==> src/rtl/chunk_serial_adder.sv <==
// rtl/chunk_serial_adder.sv - chunk-serial WIDTH-bit adder with START/BUSY/DONE handshake
// Optional feature macro: CHUNK_SERIAL_ADDER_SUB_EN adds a SUB input (X-Y mode).
`timescale 1ns/1ps
module chunk_serial_adder #(
  parameter int WIDTH = 16,
  parameter int CHUNK = 4
) (
  input  logic             CLK,
  input  logic             RST,
  input  logic             START,
  input  logic [WIDTH-1:0] X,
  input  logic [WIDTH-1:0] Y,
  input  logic             C_I,
`ifdef CHUNK_SERIAL_ADDER_SUB_EN
  input  logic             SUB,
`endif
  output logic [WIDTH-1:0] SUM,
  output logic             C_O,
  output logic             OVF,
  output logic             BUSY,
  output logic             DONE
);

  localparam int NCHUNK = WIDTH / CHUNK;
  localparam int CW     = (NCHUNK > 1) ? $clog2(NCHUNK) : 1;

  localparam logic [1:0] S_IDLE = 2'd0;
  localparam logic [1:0] S_BUSY = 2'd1;
  localparam logic [1:0] S_DONE = 2'd2;

  logic [1:0]       state_q, state_d;
  logic [WIDTH-1:0] x_q, x_d;
  logic [WIDTH-1:0] y_q, y_d;
  logic             carry_q, carry_d;
  logic [CW-1:0]    cnt_q, cnt_d;
  logic [WIDTH-1:0] res_q, res_d;
  logic [WIDTH-1:0] sum_q, sum_d;
  logic             co_q, co_d;
  logic             ovf_q, ovf_d;

  logic [WIDTH-1:0] y_load;
  logic             carry_load;
  logic [CHUNK:0]   slice_sum;
  logic             last_chunk;
  int               base;

  // Operand conditioning at capture: subtract is X + ~Y + 1
  always_comb begin
`ifdef CHUNK_SERIAL_ADDER_SUB_EN
    y_load     = SUB ? ~Y : Y;
    carry_load = SUB ? 1'b1 : C_I;
`else
    y_load     = Y;
    carry_load = C_I;
`endif
  end

  // One CHUNK-wide add of the slice selected by the chunk counter
  always_comb begin
    base      = int'(cnt_q) * CHUNK;
    slice_sum = {1'b0, x_q[base +: CHUNK]} + {1'b0, y_q[base +: CHUNK]}
              + {{CHUNK{1'b0}}, carry_q};
  end

  assign last_chunk = (cnt_q == CW'(NCHUNK - 1));

  // Next-state logic for the handshake FSM and datapath registers
  always_comb begin
    state_d = state_q;
    x_d     = x_q;
    y_d     = y_q;
    carry_d = carry_q;
    cnt_d   = cnt_q;
    res_d   = res_q;
    sum_d   = sum_q;
    co_d    = co_q;
    ovf_d   = ovf_q;
    case (state_q)
      S_BUSY: begin
        res_d[base +: CHUNK] = slice_sum[CHUNK-1:0];
        carry_d              = slice_sum[CHUNK];
        if (last_chunk) begin
          sum_d   = res_d;
          co_d    = slice_sum[CHUNK];
          // carry into the MSB is recovered from the MSB's own sum bit
          ovf_d   = x_q[WIDTH-1] ^ y_q[WIDTH-1] ^ res_d[WIDTH-1] ^ slice_sum[CHUNK];
          cnt_d   = '0;
          state_d = S_DONE;
        end else begin
          cnt_d = cnt_q + 1'b1;
        end
      end
      S_IDLE, S_DONE: begin
        if (START) begin
          x_d     = X;
          y_d     = y_load;
          carry_d = carry_load;
          cnt_d   = '0;
          state_d = S_BUSY;
        end else begin
          state_d = S_IDLE;
        end
      end
      default: state_d = S_IDLE;
    endcase
  end

  // State and datapath registers, asynchronously cleared
  always_ff @(posedge CLK or posedge RST) begin
    if (RST) begin
      state_q <= S_IDLE;
      x_q     <= '0;
      y_q     <= '0;
      carry_q <= 1'b0;
      cnt_q   <= '0;
      res_q   <= '0;
      sum_q   <= '0;
      co_q    <= 1'b0;
      ovf_q   <= 1'b0;
    end else begin
      state_q <= state_d;
      x_q     <= x_d;
      y_q     <= y_d;
      carry_q <= carry_d;
      cnt_q   <= cnt_d;
      res_q   <= res_d;
      sum_q   <= sum_d;
      co_q    <= co_d;
      ovf_q   <= ovf_d;
    end
  end

  assign SUM  = sum_q;
  assign C_O  = co_q;
  assign OVF  = ovf_q;
  assign BUSY = (state_q == S_BUSY);
  assign DONE = (state_q == S_DONE);

endmodule

==> config.mk <==
export PLATFORM = sky130hd
export DESIGN_NAME = chunk_serial_adder
export DESIGN_NICKNAME = d
export VERILOG_FILES = /design/src/rtl/chunk_serial_adder.sv
export SDC_FILE = /design/constraint.sdc
export NUM_CORES = 1
export LEC_CHECK = 0
export CORE_MARGIN = 5
export CORE_UTILIZATION = 50
export DETAILED_ROUTE_END_ITERATION = 12
export PLACE_DENSITY = 0.76
export SLEW_MARGIN = 20
export SYNTH_ARGS = -nofsm -noshare
export SYNTH_HDL_FRONTEND = slang
export SYNTH_SLANG_ARGS = --single-unit
==> constraint.sdc <==
create_clock -name CLK -period 6.6 [get_ports CLK]
set_input_delay 1.32 -clock CLK [delete_from_list [all_inputs] [get_ports CLK]]
set_output_delay 1.32 -clock CLK [all_outputs]
set_load 0.01 [all_outputs]
==> results of run 1 <==
layer usage:
metal	up-vias	share of wire (%)	wire (um)	GRT usage, %
met1	1040	44	2910	22.2
li1	1034	-	-	-
met3	11	6.7	446	6.03
met4	0	1.7	110	5.38
met2	75	48	3150	26.2
met5	-	0	0	0
worst paths after layout:
kind | end | slack (ns) | cells after the start
max | BUSY | 3.21 | 3
min | SUM[2] | 0.48 | 2
max reg2reg | res_q[10] | 3.66 | 7
min reg2reg | SUM[2] | 0.48 | 2
max in group asynchronous | res_q[0] | 4.47 | 3
min in group asynchronous | SUM[13] | 1.53 | 3
cell type report:
cell class / count / area share [%]
tap: 77 / 2.33
timing repair buffer: 57 / 13.7
clock buffer: 9 / 2.99
inverter: 14 / 1.27
sequential: 71 / 42.9
multi-input combinational: 159 / 33.9
clock inverter: 7 / 2.93
layout by cell type (no fill, tap or decap), types with 8 or more instances in the layout:
cell type,n
ha_1,9
nand2_1,23
mux2_2,34
a22o_1,9
clkbuf_8,9
inv_1,11
a22oi_1,12
clkdlybuf4s50_1,55
dfrtp_1,71
o21ai_0,16
mux4_2,8
flip-flops by register name, summed over array words and instances, names as in the netlist:
name	cells
state_q	2
y_q	16
x_q	16
res_q	16
SUM	16
OVF	1
carry_q	1
cnt_q	2
C_O	1
power by group through the flow:
stage / registers [mW] / clock network (mW) / logic (mW)
5_1_grt: 0.795 / 0.446 / 1.28
2_1_floorplan: 0.729 / 0 / 0.851
3_5_place_dp: 0.775 / 0 / 1.16
4_1_cts: 0.768 / 0.431 / 1.16
6_report: 0.765 / 0.423 / 1.16
3_3_place_gp: 0.767 / 0 / 1.12
per-stage QoR:
step                      power (mW)  util [%]  hold WS (ns)  area (sq um)
after floorplan                 1.58         -         0.458          3280
after global placement          1.89      61.3         0.460          3890
after detailed placement        1.93      61.3         0.469          3890
after CTS                       2.36      65.2         0.488          4140
after global routing            2.52      65.2         0.506          4140
final                           2.34      65.2         0.483          4140
worst max-delay path: stages, from the launching register on:
cell and delay [ns]:
dfrtp_1 0.43, nand2b_1 0.18, clkinv_1 0.46, clkdlybuf4s50_1 0.64
logic make-up after synthesis:
kind of cell | Yosys count | synth area share [%]
compound gates | 56 | 12.5
xor+xnor | 4 | 1.07
fa+ha+maj | 11 | 4.65
buf+inv | 27 | 3.17
flops | 71 | 54.2
mux | 43 | 17.5
simple gates | 45 | 6.98
==> qor.yml, run 1 <==
die:
  coreArea_sq_um: 6350
  die_w_um: 91.0
  die_area_sq_um: 8280
  die_height_um: 91.0
  pin_count: 56
  rows: 29
  start_util_pct: 51.6
timing:
  finClkSkew_ns: 0.00936
  finalCritPeriodShare_pct: 51.3
  worst_pin_slew_ns: 0.937
  hold_violations: 0
  maxSlewHeadroom_pct: 36.7
  setup-violations-final: 0
  setup_ws_ns: 3.21
  max_freq_mhz: 295
  tns_ns: 0
  layout_min_cycle_time_ns: 3.39
  maxSlewViolCount: 0
  rsz0062_at_grt: "false"
setup_path:
  end_kind: "output pin"
  crit_required_ns: 5.28
  arrival_ns: 2.07
  critPathKind: "reg -> out"
  worstPathMaxFanout: 18
  r2r-start: "cnt_q[0]"
  critical_path.startpoint_type: "flip-flop"
  cp-startpoint: "state_q[0]"
cts:
  clk_latency_ns: 0.36
  cts_buffers: 9
  h-tree-depth: 3
  postCtsSetupBuffers: 0
  ctsHoldBuffers: 0
  cts_sinks: 71
  cts.path.max_buffers: 2
  cts.reportedPaths.clkPinSlew_ns: 0.08
  root_buffer: "clkbuf_8"
  cts_resized: 0
  cts_tree: "built"
yosys:
  postSynthCellCount: 257
  ys_warn_count: 0
  synth-edff-count: 0
  yosysSeqAreaShare_pct: 54.2
  yosysMostFrequentCell: "dfrtp_1"
  ys_ff_latch: 71
  syn_area_sq_um: 3280
  yosysTopAreaCell: "dfrtp_1"
  synth.top_cells.by_area: "dfrtp_1 54%, mux2_2 12%, mux4_2 5.5%"
  avgSynthCellArea_sq_um: 12.8
  yosys.area.top_type_share_pct: 54.2
  synthTopCellsByCount: "71 x dfrtp_1, 34 x mux2_2, 23 x nand2_1, 16 x o21ai_0"
  synthFlopType: "dfrtp_1"
  ys_types: 33
  synth_fp_nets: 304
  async_reset_ff_share_pct: 100
power_and_ir_drop:
  pwr-share-clk_pct: 18.0
  power_frac_comb_pct: 49.3
  p_sw_uw: 926
  p_seq_share_pct: 32.6
  p_leak_nw: 1.75
  power_density_nw_per_um2: 566
  intPower_mw: 1.42
  swShare_pct: 39.5
  ir_drop_v: 0.000333
placement:
  dpl.hpwl_um: 4740
  place_congestion: 0.844
  dp.cells: 378
  post-place-ws_ns: 3.58
  port_buffers: 55
cells_and_area:
  drive_above_1_share_pct: 20.8
  fin_nets: 359
  syn_to_final_growth_pct: 26.2
  instances_no_fill: 394
  regArea_sq_um: 1780
  num_antenna_cells: 0
  multiInputGateArea_sq_um: 1400
  fillCellCount: 477
routing:
  routed_via_density: 5.48
  drt_iter0_drc: 105
  ant_nets: 0
  finalWirelength_um: 6610
  vias: 2160
  avgRoutedWirePerCell_um: 16.8
  firstDrtPassIters: 4
  drc: 0
hold_path:
  min_from: "SUM[2]"
  hp-class: "reg -> reg"
global_routing:
  grt_overflow: 0
  antenna_found_initial: 0
  grt_pass1_wl_um: 11200
  grt_use_total_pct: 16.9
  grt_start_max_net_pins: 72
  grt_pass1_vias: 2247
outcome:
  status: "finished clean"
job:
  cap_violations: 0
No activity file was read; power rests on OpenSTA's default activity.
==> run 2, diff against run 1 <==
clock period = 3.5 ns   (was 6.6 ns; I/O delays follow)
==> qor.yml, run 2 (synthesis results as in run 1) <==
die:
  start_util_pct: 51.6  # unchanged
  die_w_um: 91.0  # unchanged
  pin_count: 56  # unchanged
  rows: 29  # unchanged
  die_height_um: 91.0  # unchanged
  coreArea_sq_um: 6350  # unchanged
  die_area_sq_um: 8280  # unchanged
cts:
  cts_buffers: 9  # unchanged
  cts_resized: 0  # unchanged
  cts.reportedPaths.clkPinSlew_ns: 0.06  # -0.02 ns
  postCtsSetupBuffers: 0  # unchanged
  cts_tree: "built"
  clk_latency_ns: 0.34  # -0.02 ns
  root_buffer: "clkbuf_8"
  cts.path.max_buffers: 2  # unchanged
  h-tree-depth: 3  # unchanged
  cts_sinks: 71  # unchanged
  ctsHoldBuffers: 0  # unchanged
setup_path:
  timing.critical_path.buf_inv: 1  # -1
  critical_path.startpoint_type: "flip-flop"
  crit_family: "flip-flops"
  worstPathMaxFanout: 16  # -2
  end_kind: "flip-flop"
  critical_path.cell_chain: "mux4_2, fa_1, inv_1, fa_1, nand2b_1, a21oi_1, xnor2_1, xnor2_1, o21ai_1"
  critPathKind: "reg -> reg"
  cpMaxStageDelayCell: "dfrtp_1"
  crit_required_ns: 3.72  # -1.56 ns
  critPathMaxStageDelay_ns: 0.84  # +0.20 ns
  arrival_ns: 3.18  # +1.11 ns
timing:
  finalCritPeriodShare_pct: 84.6
  tns_ns: 0  # unchanged
  maxSlewViolCount: 0  # unchanged
  max_freq_mhz: 338
  setup-violations-final: 0  # unchanged
  maxSlewHeadroom_pct: 48.6  # +12 points
  setup_ws_ns: 0.540  # -2.67 ns
  finClkSkew_ns: 0.00729  # -0.00207 ns
  rsz0062_at_grt: "false"
  worst_pin_slew_ns: 0.771  # -0.165 ns
  hold_violations: 0  # unchanged
  layout_min_cycle_time_ns: 2.96
power_and_ir_drop:
  ir_drop_v: 0.000604  # +81%
  power_frac_comb_pct: 51.7  # +2.4 points
  pwr-share-clk_pct: 14.3  # -3.7 points
  p_leak_nw: 1.74  # -0.55%
  intPower_mw: 2.54  # +79%
  swShare_pct: 39.9  # +0.35 points
  p_sw_mw: 1.69  # +82%
  power_density_nw_per_um2: 1030  # +82%
  p_seq_share_pct: 34.0  # +1.4 points
cells_and_area:
  num_antenna_cells: 0  # unchanged
  syn_to_final_growth_pct: 25.3
  layout_common_cells: "71 x dfrtp_1, 55 x clkdlybuf4s50_1, 34 x mux2_2"
  stdcell_area_sq_um: 4110  # -0.67%
  regArea_sq_um: 1780  # unchanged
  drive_above_1_share_pct: 20.8  # -0.065 points
  multiInputGateArea_sq_um: 1400  # unchanged
  fin_util_pct: 64.7  # -0.43 points
  fin_nets: 362  # +0.84%
  fillCellCount: 490  # +2.7%
  layout_commonest_cell: "dfrtp_1"
global_routing:
  grt_start_max_net_pins: 41  # -43%
  grt_overflow: 0  # unchanged
  grt_pass1_vias: 2355  # +4.8%
  antenna_found_initial: 0  # unchanged
  grt_use_total_pct: 17.4  # +0.52 points
  grt_pass1_wl_um: 11600  # +3.4%
outcome:
  status: "finished clean"
routing:
  drc: 0  # unchanged
  firstDrtPassIters: 4  # unchanged
  avgRoutedWirePerCell_um: 16.6  # -0.86%
  ant_nets: 0  # unchanged
  finalWirelength_um: 6570  # -0.61%
  routed_via_density: 5.54  # +1.1%
  vias: 2189  # +1.3%
  drt_iter0_drc: 109  # +3.8%
job:
  cap_violations: 0  # unchanged
placement:
  place_congestion: 0.897  # +6.3%
  post-place-ws_ns: 0.527  # -3.06 ns
  port_buffers: 55  # unchanged
  placed_cell_area_sq_um: 3930  # +0.90%
  dpl.hpwl_um: 4840  # +2.1%
hold_path:
  hp-class: "reg -> reg"
[run 2: cell count changes in the layout (fill, tap and decap cells not counted), sizes merged]
cell / before / now
buf: 2 / 5
bufinv: 3 / 0
clkbuf: 9 / 14
clkinv: 5 / 1
[run 2: worst register-to-register path: cells and delay by family (launching register included)]
family	cells	cell delay (ns)
flops	1	0.84
xor+xnor	2	0.36
simple gates	1	0.13
compound gates	2	0.20
buf+inv	1	0.08
mux	1	0.61
fa+ha+maj	2	0.62
[run 2: power by group through the flow]
stage | clock network [mW] | logic [mW] | registers (mW)
2_1_floorplan | 0 | 1.60 | 1.37
3_3_place_gp | 0 | 2.13 | 1.44
3_5_place_dp | 0 | 2.20 | 1.46
4_1_cts | 0.620 | 2.21 | 1.45
5_1_grt | 0.660 | 2.46 | 1.50
6_report | 0.603 | 2.19 | 1.44
[run 2: layout make-up]
type	instances	area share (%)
inverter	14	1.28
sequential	71	43.2
multi-input combinational	159	34.1
clock buffer	14	4.44
timing repair buffer	60	14.6
tap	77	2.34
[run 2: worst paths after layout]
path | from | endpoint | slack (ns) | cells past startpoint
max reg2reg | cnt_q[0] | OVF | 0.54 | 9
min in group asynchronous | RST | SUM[12] | 0.78 | 2
max in group asynchronous | RST | y_q[4] | 2.07 | 3
min | SUM[4] | SUM[4] | 0.48 | 2
min reg2reg | SUM[4] | SUM[4] | 0.48 | 2
max | cnt_q[0] | OVF | 0.54 | 9
[run 2: metrics by stage]
step,cells,power [mW],hold slack (ns)
floorplan,257,2.98,0.458
global placement,381,3.57,0.459
detailed placement,381,3.66,0.471
CTS,395,4.27,0.487
global route,395,4.62,0.500
finish,395,4.23,0.482
[run 2: layer usage]
layer | vias to the layer above | track usage, % | routed length, um
li1 | 1035 | - | -
met1 | 1073 | 22.8 | 2890
met2 | 66 | 26.7 | 3150
met3 | 15 | 5.12 | 383
met4 | 0 | 8.07 | 147
met5 | - | 0 | 0
==> run 3, diff against run 2 <==
clock period = 3.1 ns   (was 3.5 ns; I/O delays follow)
==> qor.yml, run 3 (synthesis results as in run 1) <==
routing:
  drt_iter0_drc: 114  # +4.6%
  drt-met1-wl_um: 2880  # -0.35%
  ant_nets: 0  # unchanged
  firstDrtPassIters: 4  # unchanged
  finalWirelength_um: 6610  # +0.64%
  vias: 2208  # +0.87%
  routed_via_density: 5.53  # -0.14%
  routed.top_layer: "met4"
  drc: 0  # unchanged
  wl_met3_um: 354  # -7.6%
  avgRoutedWirePerCell_um: 16.6  # -0.37%
  wl_met2_um: 3240  # +2.9%
placement:
  place_congestion: 0.858  # -4.3%
  dpl.hpwl_um: 4920  # +1.8%
  post-place-ws_ns: 0.306  # -0.220 ns
  port_buffers: 55  # unchanged
  dp.cells: 383  # +0.52%
  placed_cell_area_sq_um: 3930  # about the same
global_routing:
  antenna_found_initial: 0  # unchanged
  grt_overflow: 0  # unchanged
  grt_pass1_wl_um: 11500  # -0.66%
  grt_start_max_net_pins: 35  # -15%
  grt_pass1_vias: 2357  # +0.085%
  grt_use_total_pct: 17.4  # about the same
outcome:
  status: "finished clean"
setup_path:
  crit_family: "flip-flops"
  cp_common_cell: "a21oi_1"
  worstRegToRegCells: 7  # -2
  r2r-start: "cnt_q[0]"
  crit_required_ns: 3.36  # -0.36 ns
  timing.critical_path.buf_inv: 0  # -1
  cpMaxStageDelayCell: "dfrtp_1"
  end_kind: "flip-flop"
  critical_path.startpoint_type: "flip-flop"
  arrival_ns: 3.07  # -0.11 ns
  critPathMaxStageDelay_ns: 0.69  # -0.15 ns
  worstPathMaxFanout: 11  # -5
  critical_path.cell_chain: "mux4_2, ha_1, a21oi_1, a21oi_1, nor2_1, a22oi_1, o21ai_0"
  r2r-end: "SUM[7]"
  critPathKind: "reg -> reg"
  r2r_setup_slack_ns: 0.29  # -0.26 ns
timing:
  setup_ws_ns: 0.285  # -0.255 ns
  maxSlewHeadroom_pct: 54.5  # +5.9 points
  finalCritPeriodShare_pct: 90.8  # +6.2 points
  hold_violations: 0  # unchanged
  layout_min_cycle_time_ns: 2.81  # -0.145 ns
  max_freq_mhz: 355  # +5.1%
  rsz0062_at_grt: "false"
  worst_pin_slew_ns: 0.681  # -0.0902 ns
  tns_ns: 0  # unchanged
  setup-violations-final: 0  # unchanged
  finClkSkew_ns: 0.00759  # +0.000305 ns
  maxSlewViolCount: 0  # unchanged
cells_and_area:
  layout_common_cells: "71 x dfrtp_1, 55 x clkdlybuf4s50_1, 34 x mux2_2"
  layout_commonest_cell: "dfrtp_1"
  drive_above_1_share_pct: 21.7  # +0.98 points
  num_antenna_cells: 0  # unchanged
  fin_nets: 364  # +0.55%
  instances_no_fill: 399  # +1.0%
  syn_to_final_growth_pct: 26.6
  stdcell_area_sq_um: 4150  # +1.0%
cts:
  cts_resized: 0  # unchanged
  h-tree-depth: 3  # unchanged
  postCtsSetupBuffers: 0  # unchanged
  cts_tree: "built"
  cts_sinks: 71  # unchanged
  root_buffer: "clkbuf_8"
  clk_latency_ns: 0.34  # about the same
  cts.reportedPaths.clkPinSlew_ns: 0.07  # about the same
  cts_buffers: 9  # unchanged
  cts.path.max_buffers: 2  # unchanged
  ctsHoldBuffers: 0  # unchanged
die:
  die_height_um: 91.0  # unchanged
  die_w_um: 91.0  # unchanged
  pin_count: 56  # unchanged
  start_util_pct: 51.6  # unchanged
  rows: 29  # unchanged
  coreArea_sq_um: 6350  # unchanged
  die_area_sq_um: 8280  # unchanged
hold_path:
  holdPathEnd: "SUM[9]"
  min_from: "SUM[9]"
  min_path_cells: 2  # unchanged
  hp-class: "reg -> reg"
power_and_ir_drop:
  power_frac_comb_pct: 50.8  # -0.9 points
  power_density_nw_per_um2: 1190  # +16%
  p_sw_mw: 1.96  # +17%
  pwr-share-clk_pct: 16.4  # +2.1 points
  ir_drop_v: 0.000672  # +11%
  swShare_pct: 39.7  # -0.19 points
  p_leak_nw: 1.76  # +1.1%
  p_seq_share_pct: 32.8  # -1.2 points
  intPower_mw: 2.99  # +17%
job:
  cap_violations: 0  # unchanged
## run 3: cell count changes in the layout (fill, tap and decap cells not counted)
cell        change
clkinv_4        +1
bufinv_16       +2
buf_12          -1
clkinv_2        +1
clkbuf_8        -3
buf_4           +3
clkinvlp_4      +1
## run 3: cell type report
| cell class | instances | area (sq um) |
|---|---|---|
| fill | 491 | 2200 |
| sequential | 71 | 1780 |
| multi-input combinational | 159 | 1400 |
| timing repair buffer | 62 | 603 |
| clock buffer | 11 | 141 |
| tap | 77 | 96.3 |
| clock inverter | 5 | 81.3 |
| inverter | 14 | 52.6 |
## run 3: how the worst max path moves through the flow
stage | from | endpoint | slack [ns] | depth (start not counted)
after detailed placement | cnt_q[0] | SUM[7] | 0.31 | 7
final | cnt_q[0] | SUM[7] | 0.29 | 7
after floorplan | cnt_q[0] | OVF | 0.47 | 10
after CTS | cnt_q[0] | SUM[7] | 0.24 | 7
after global placement | cnt_q[0] | OVF | 0.38 | 9
after global routing | cnt_q[0] | SUM[7] | 0.06 | 7
## run 3: metal layers
metal | GRT usage, % | vias up
met1 | 22.4 | 1083
met5 | 0 | -
met3 | 4.05 | 11
li1 | - | 1057
met2 | 27.9 | 57
met4 | 8.07 | 0
## run 3: tightest hold or removal path, cell delays in order (launching register included)
cell	delay, ns
dfrtp_1	0.34
nand2_1	0.04
o21ai_0	0.06
## run 3: power by group through the flow
| stage | Sequential [mW] | Clock [mW] | Combinational [mW] |
|---|---|---|---|
| after floorplan | 1.55 | 0 | 1.81 |
| after CTS | 1.63 | 0.831 | 2.52 |
| final | 1.62 | 0.812 | 2.51 |
| after global placement | 1.63 | 0 | 2.43 |
| after global routing | 1.68 | 0.867 | 2.80 |
| after detailed placement | 1.64 | 0 | 2.51 |
## run 3: through the flow
stage          hold slack (ns)  power [mW]  utilization, %
4_1_cts                  0.487        4.98            65.4
5_1_grt                  0.499        5.35            65.4
3_3_place_gp             0.461        4.05            61.9
3_5_place_dp             0.470        4.15            61.9
6_report                 0.479        4.95            65.4
2_1_floorplan            0.458        3.36               -
==> RTL edit 1, RTL diff (settings of run 3) <==
Build with the macro `CHUNK_SERIAL_ADDER_SUB_EN` defined.
--- a/src/rtl/chunk_serial_adder.sv
+++ b/src/rtl/chunk_serial_adder.sv
@@ -1,6 +1,8 @@
 // rtl/chunk_serial_adder.sv - chunk-serial WIDTH-bit adder with START/BUSY/DONE handshake
 // Optional feature macro: CHUNK_SERIAL_ADDER_SUB_EN adds a SUB input (X-Y mode).
 `timescale 1ns/1ps
+`define CHUNK_SERIAL_ADDER_SUB_EN
+
 module chunk_serial_adder #(
   parameter int WIDTH = 16,
   parameter int CHUNK = 4
Interface: changed (added SUB); port bits go from 56 to 57. The function was not compared with the original's and may differ.
==> RTL edit 1 against run 3 <==
Cell area grew 2.6%; routed wire length grew 0.51%; sequential cell count is the same; power shrank 3.6%; worst setup slack gained 0.19 ns; critical path type unchanged; synthesized cell count grew 14%; cell count grew 8.8%; synthesized area grew 3.6%; die area grew 3.2%.
==> RTL edit 1: results (changes against run 3) <==
Parameter                              Value

Status
  Result of the run    finished clean (unchanged)

Place
  Placed instance count    418 (was 383)
  Setup WS pre-CTS    0.473 ns (was 0.306 ns)
  Instance area after placement    4040 um2 (was 3930 um2)
  Global placer's final weighted congestion    0.842 (was 0.858)

Layout
  Post-route insts no fill    434 (was 399)
  Fraction of final layout cells with drive strength greater than 1    0.153 (was 0.217)
  Net count, final    397 (was 364)

Power
  Lkg Pwr    1.82 nW (was 1.76 nW)
  Reported combinational group power    0.00240 W (was 0.00251 W)

Critical path
  Slowest-stage cell, CP    sky130_fd_sc_hd__mux4_1 (was sky130_fd_sc_hd__dfrtp_1)
  Capture instance of the worst register-to-register path    res_q[3]$_DFFE_PP0P_ (was SUM[7]$_DFFE_PP0P_)
  Register-to-Register Setup Slack    0.48 ns (was 0.29 ns)
  Crit path arrival time    2.86 ns (was 3.07 ns)

Global route
  Met2 demand-to-capacity share in global routing    0.286 (was 0.279)
  Wire length of the first global-routing pass    11300 um (was 11500 um)
  Met3 usage in global routing    0.0366 (was 0.0405)
  Global routing met1 resource utilization    0.204 (was 0.224)
  Pin count of the biggest net entering global routing    52 (was 35)
  All-layer global routing usage    0.167 (was 0.174)

Routing
  Vias per cell    5.45 (was 5.53)
  Length of routed met2 wiring    3300 um (was 3240 um)

Logic synthesis
  Synth cell types    35 (was 33)
  Most used standard cells in the synthesized netlist    sky130_fd_sc_hd__dfrtp_1, sky130_fd_sc_hd__nand2_1, sky130_fd_sc_hd__o21ai_0, sky130_fd_sc_hd__xnor2_1, sky130_fd_sc_hd__mux2_2 (was sky130_fd_sc_hd__dfrtp_1, sky130_fd_sc_hd__mux2_2, sky130_fd_sc_hd__nand2_1, sky130_fd_sc_hd__o21ai_0)
  Syn nets    342 (was 304)

STA
  Minimum hold slack    0.477 ns (was 0.479 ns)
  Headroom to the max-slew limit    0.399 (was 0.545)
[RTL edit 1: final cells by class]
cell class	instances	area, um2	area share
Timing Repair Buffer	62	618	0.145
Inverter	13	48.8	0.0115
Clock inverter	7	96.3	0.0226
Multi-Input combinational cell	192	1500	0.351
Clock buffer	9	124	0.0291
Tap cell	80	100	0.0235
Sequential cell	71	1780	0.417
[RTL edit 1: logic make-up (layout without fill, tap and decap cells)]
kind of cell    count (synthesis)  in the layout  synth area share
xor+xnor                       20             20            0.0515
flops                          71             71             0.523
fa+ha+maj                      11             11            0.0449
simple gates                   64             64            0.0913
buf+inv                        31             91            0.0376
compound gates                 72             72             0.141
mux                            25             25             0.110
[RTL edit 1: worst reg2reg max path: cells and delay by family, from the launching register on]
kind | cells | cell delay (ns)
adder cells (fa/ha/maj) | 1 | 0.31
AO/OA/AOI/OAI | 2 | 0.53
multiplexers | 1 | 0.61
AND/OR/NAND/NOR | 2 | 0.35
buffers and inverters | 1 | 0.26
flip-flops | 1 | 0.44
==> RTL edit 2, RTL diff (config.mk and constraints of run 3) <==
Made on the original files. Register the outputs `BUSY` and `DONE`, cleared by the reset; this adds one clock of latency there. The other outputs are not delayed to match.
--- a/src/rtl/chunk_serial_adder.sv
+++ b/src/rtl/chunk_serial_adder.sv
@@ -133,8 +133,15 @@
   assign SUM  = sum_q;
   assign C_O  = co_q;
   assign OVF  = ovf_q;
-  assign BUSY = (state_q == S_BUSY);
-  assign DONE = (state_q == S_DONE);
+  always_ff @(posedge CLK or posedge RST) begin
+    if (RST) begin
+      BUSY <= '0;
+      DONE <= '0;
+    end else begin
+      BUSY <= (state_q == S_BUSY);
+      DONE <= (state_q == S_DONE);
+    end
+  end
 
 endmodule
 
Formal check against the unedited RTL: not equivalent (Yosys sat finds a counterexample within 4 cycles, from zero or initial values and one cycle with RST high).
==> RTL edit 2 against run 3 <==
Cell area increased by 0.69%; worst setup slack improved by 0.039 ns; clock skew about the same; cell count unchanged; largest cell class unchanged; utilization decreased by 0.29 points; clock power decreased by 7.8%; critical path depth rose by 1; critical endpoint is now SUM[3]$_DFFE_PP0P_; count of clock-buffer cells in the layout up 2; critical path type unchanged; routed wire length hardly changed; power decreased by 0.76%; synthesized area increased by 1.5%; sequential cell count increased by 2.
==> RTL edit 2: results (changes against run 3) <==
Parameter                              Value

Critical path
  Crit path arrival time    3.04 ns (was 3.07 ns)
  Slowest stage delay, CP    0.62 ns (was 0.69 ns)
  Slowest-stage cell, CP    sky130_fd_sc_hd__dfrtp_1 (unchanged)
  Highest fanout seen on the critical path    9 (was 11)

Clock tree
  Postcts setup bufs    0 (unchanged)
  Clock transition at the registers of the reported paths    0.07 ns (about the same)
  Post-cts gate resize count    0 (unchanged)
  Maximum number of buffers from clock root to sink    2 (unchanged)
  Number of H-tree branching levels    3 (unchanged)
  Clock latency at the later pin of the worst-skew pair    0.34 ns (about the same)
  Num CTS Buffers    9 (unchanged)
  Clock Root Buffer    sky130_fd_sc_hd__clkbuf_8 (unchanged)

Routing
  Number of DRC markers in iteration 0    91 (was 114)
  Count of vias placed by the detailed router    2250 (was 2208)
  Routed length per instance    16.6 um (about the same)
  Number of design rule violations left after detail routing    0 (unchanged)
  Pre-Repair DR Iteration Count    4 (unchanged)

Global route
  Antenna violations before repair    0 (unchanged)
  Wire length of the first global-routing pass    11300 um (was 11500 um)
  Met3 usage in global routing    0.0364 (was 0.0405)
  Global routing met1 resource utilization    0.235 (was 0.224)
  Overall overflow remaining after global route    0 (unchanged)
  All-layer global routing usage    0.168 (was 0.174)
  Met2 demand-to-capacity share in global routing    0.255 (was 0.279)
  Pin count of the biggest net entering global routing    45 (was 35)

Logic synthesis
  Synth async-reset ratio    1.00 (unchanged)
  Part of the Yosys area used for sequential elements    0.549 (was 0.542)
  Post-synthesis cell count    259 (was 257)
  Synth cell types    33 (unchanged)
  Syn nets    306 (was 304)
  Ranking of synthesized cells by area    sky130_fd_sc_hd__dfrtp_1, sky130_fd_sc_hd__mux2_2, sky130_fd_sc_hd__mux4_2 (unchanged)
  Yosys warning count    0 (unchanged)
  Post-synth top area share    0.549 (was 0.542)
  Most used standard cells in the synthesized netlist    sky130_fd_sc_hd__dfrtp_1, sky130_fd_sc_hd__mux2_2, sky130_fd_sc_hd__nand2_1, sky130_fd_sc_hd__o21ai_0 (unchanged)

Power
  Total net switching power    0.00196 W (about the same)
  Max VDD drop    0.687 mV (was 0.672 mV)
  Lkg Pwr    1.78 nW (was 1.76 nW)

Worst hold path
  Class of the worst hold path    reg -> reg (unchanged)

Layout
  Fraction of final layout cells with drive strength greater than 1    0.208 (was 0.217)
  Net count, final    365 (was 364)
  Count of antenna diodes in the layout    0 (unchanged)

STA
  Final Skew    0.00792 ns (was 0.00759 ns)
  Slew of the pin with the lowest slew margin    0.768 ns (was 0.681 ns)

Place
  Placed instance count    384 (was 383)
  Instance area after placement    3990 um2 (was 3930 um2)
  Post-detail-place hpwl    4770 um (was 4920 um)
  Global placer's final weighted congestion    0.845 (was 0.858)
  Setup WS pre-CTS    0.323 ns (was 0.306 ns)
  Count of port buffers added during placement    55 (unchanged)

Status
  Result of the run    finished clean (unchanged)
-- RTL edit 2: final timing paths --
kind	startpoint	end	slack (ns)	depth (start not counted)
hold reg to reg	SUM[10]$_DFFE_PP0P_	SUM[10]$_DFFE_PP0P_	0.48	2
hold / removal	SUM[10]$_DFFE_PP0P_	SUM[10]$_DFFE_PP0P_	0.48	2
setup / recovery	cnt_q[0]$_DFFE_PP0P_	SUM[3]$_DFFE_PP0P_	0.32	8
min in group asynchronous	RST	BUSY$_DFF_PP0_	0.70	2
max in group asynchronous	RST	y_q[4]$_DFFE_PP0P_	1.74	3
setup reg to reg	cnt_q[0]$_DFFE_PP0P_	SUM[3]$_DFFE_PP0P_	0.32	8
-- RTL edit 2: layout make-up --
cell class / count / area [um2]
inverters: 14 / 52.6
well taps: 77 / 96.3
flip-flops and latches: 73 / 1830
clock buffers: 13 / 159
repair buffers: 61 / 608
clock inverters: 2 / 37.5
fillers: 498 / 2240
multi-input cells: 159 / 1400
-- RTL edit 2: cells by family after synthesis --
family,share of synthesized area
DFF,0.549
AOI/OAI and AO/OA,0.123
and+or+nand+nor,0.0688
muxes,0.172
buffers and inverters,0.0312
adders and majority gates,0.0458
xor gates and xnor gates,0.0105
-- RTL edit 2: power by group through the flow --
stage	sequential (W)	combinational (W)	clock (W)
finish	0.00165	0.00251	0.000749
global route	0.00171	0.00275	0.000792
CTS	0.00166	0.00251	0.000757
floorplan	0.00159	0.00181	0
detailed placement	0.00167	0.00250	0
global placement	0.00165	0.00243	0
-- RTL edit 2: critical path, delay by kind of cell (launching register included) --
family | cells | cell delay [ns]
simple gates | 3 | 0.68
flops | 1 | 0.62
fa+ha+maj | 1 | 0.29
compound gates | 2 | 0.30
mux | 1 | 0.53
buf+inv | 1 | 0.27
-- RTL edit 2: metal layers --
layer  vias to the layer above  share of wire
met5                         -              0
met4                         0          0.011
met3                         8          0.059
met2                        75           0.47
met1                      1117           0.46
li1                       1050              -
-- RTL edit 2: per-stage QoR --
step	hold slack, ns	utilization
CTS	0.486	0.651
finish	0.479	0.651
floorplan	0.458	-
detailed placement	0.469	0.620
global placement	0.462	0.620
global route	0.506	0.651
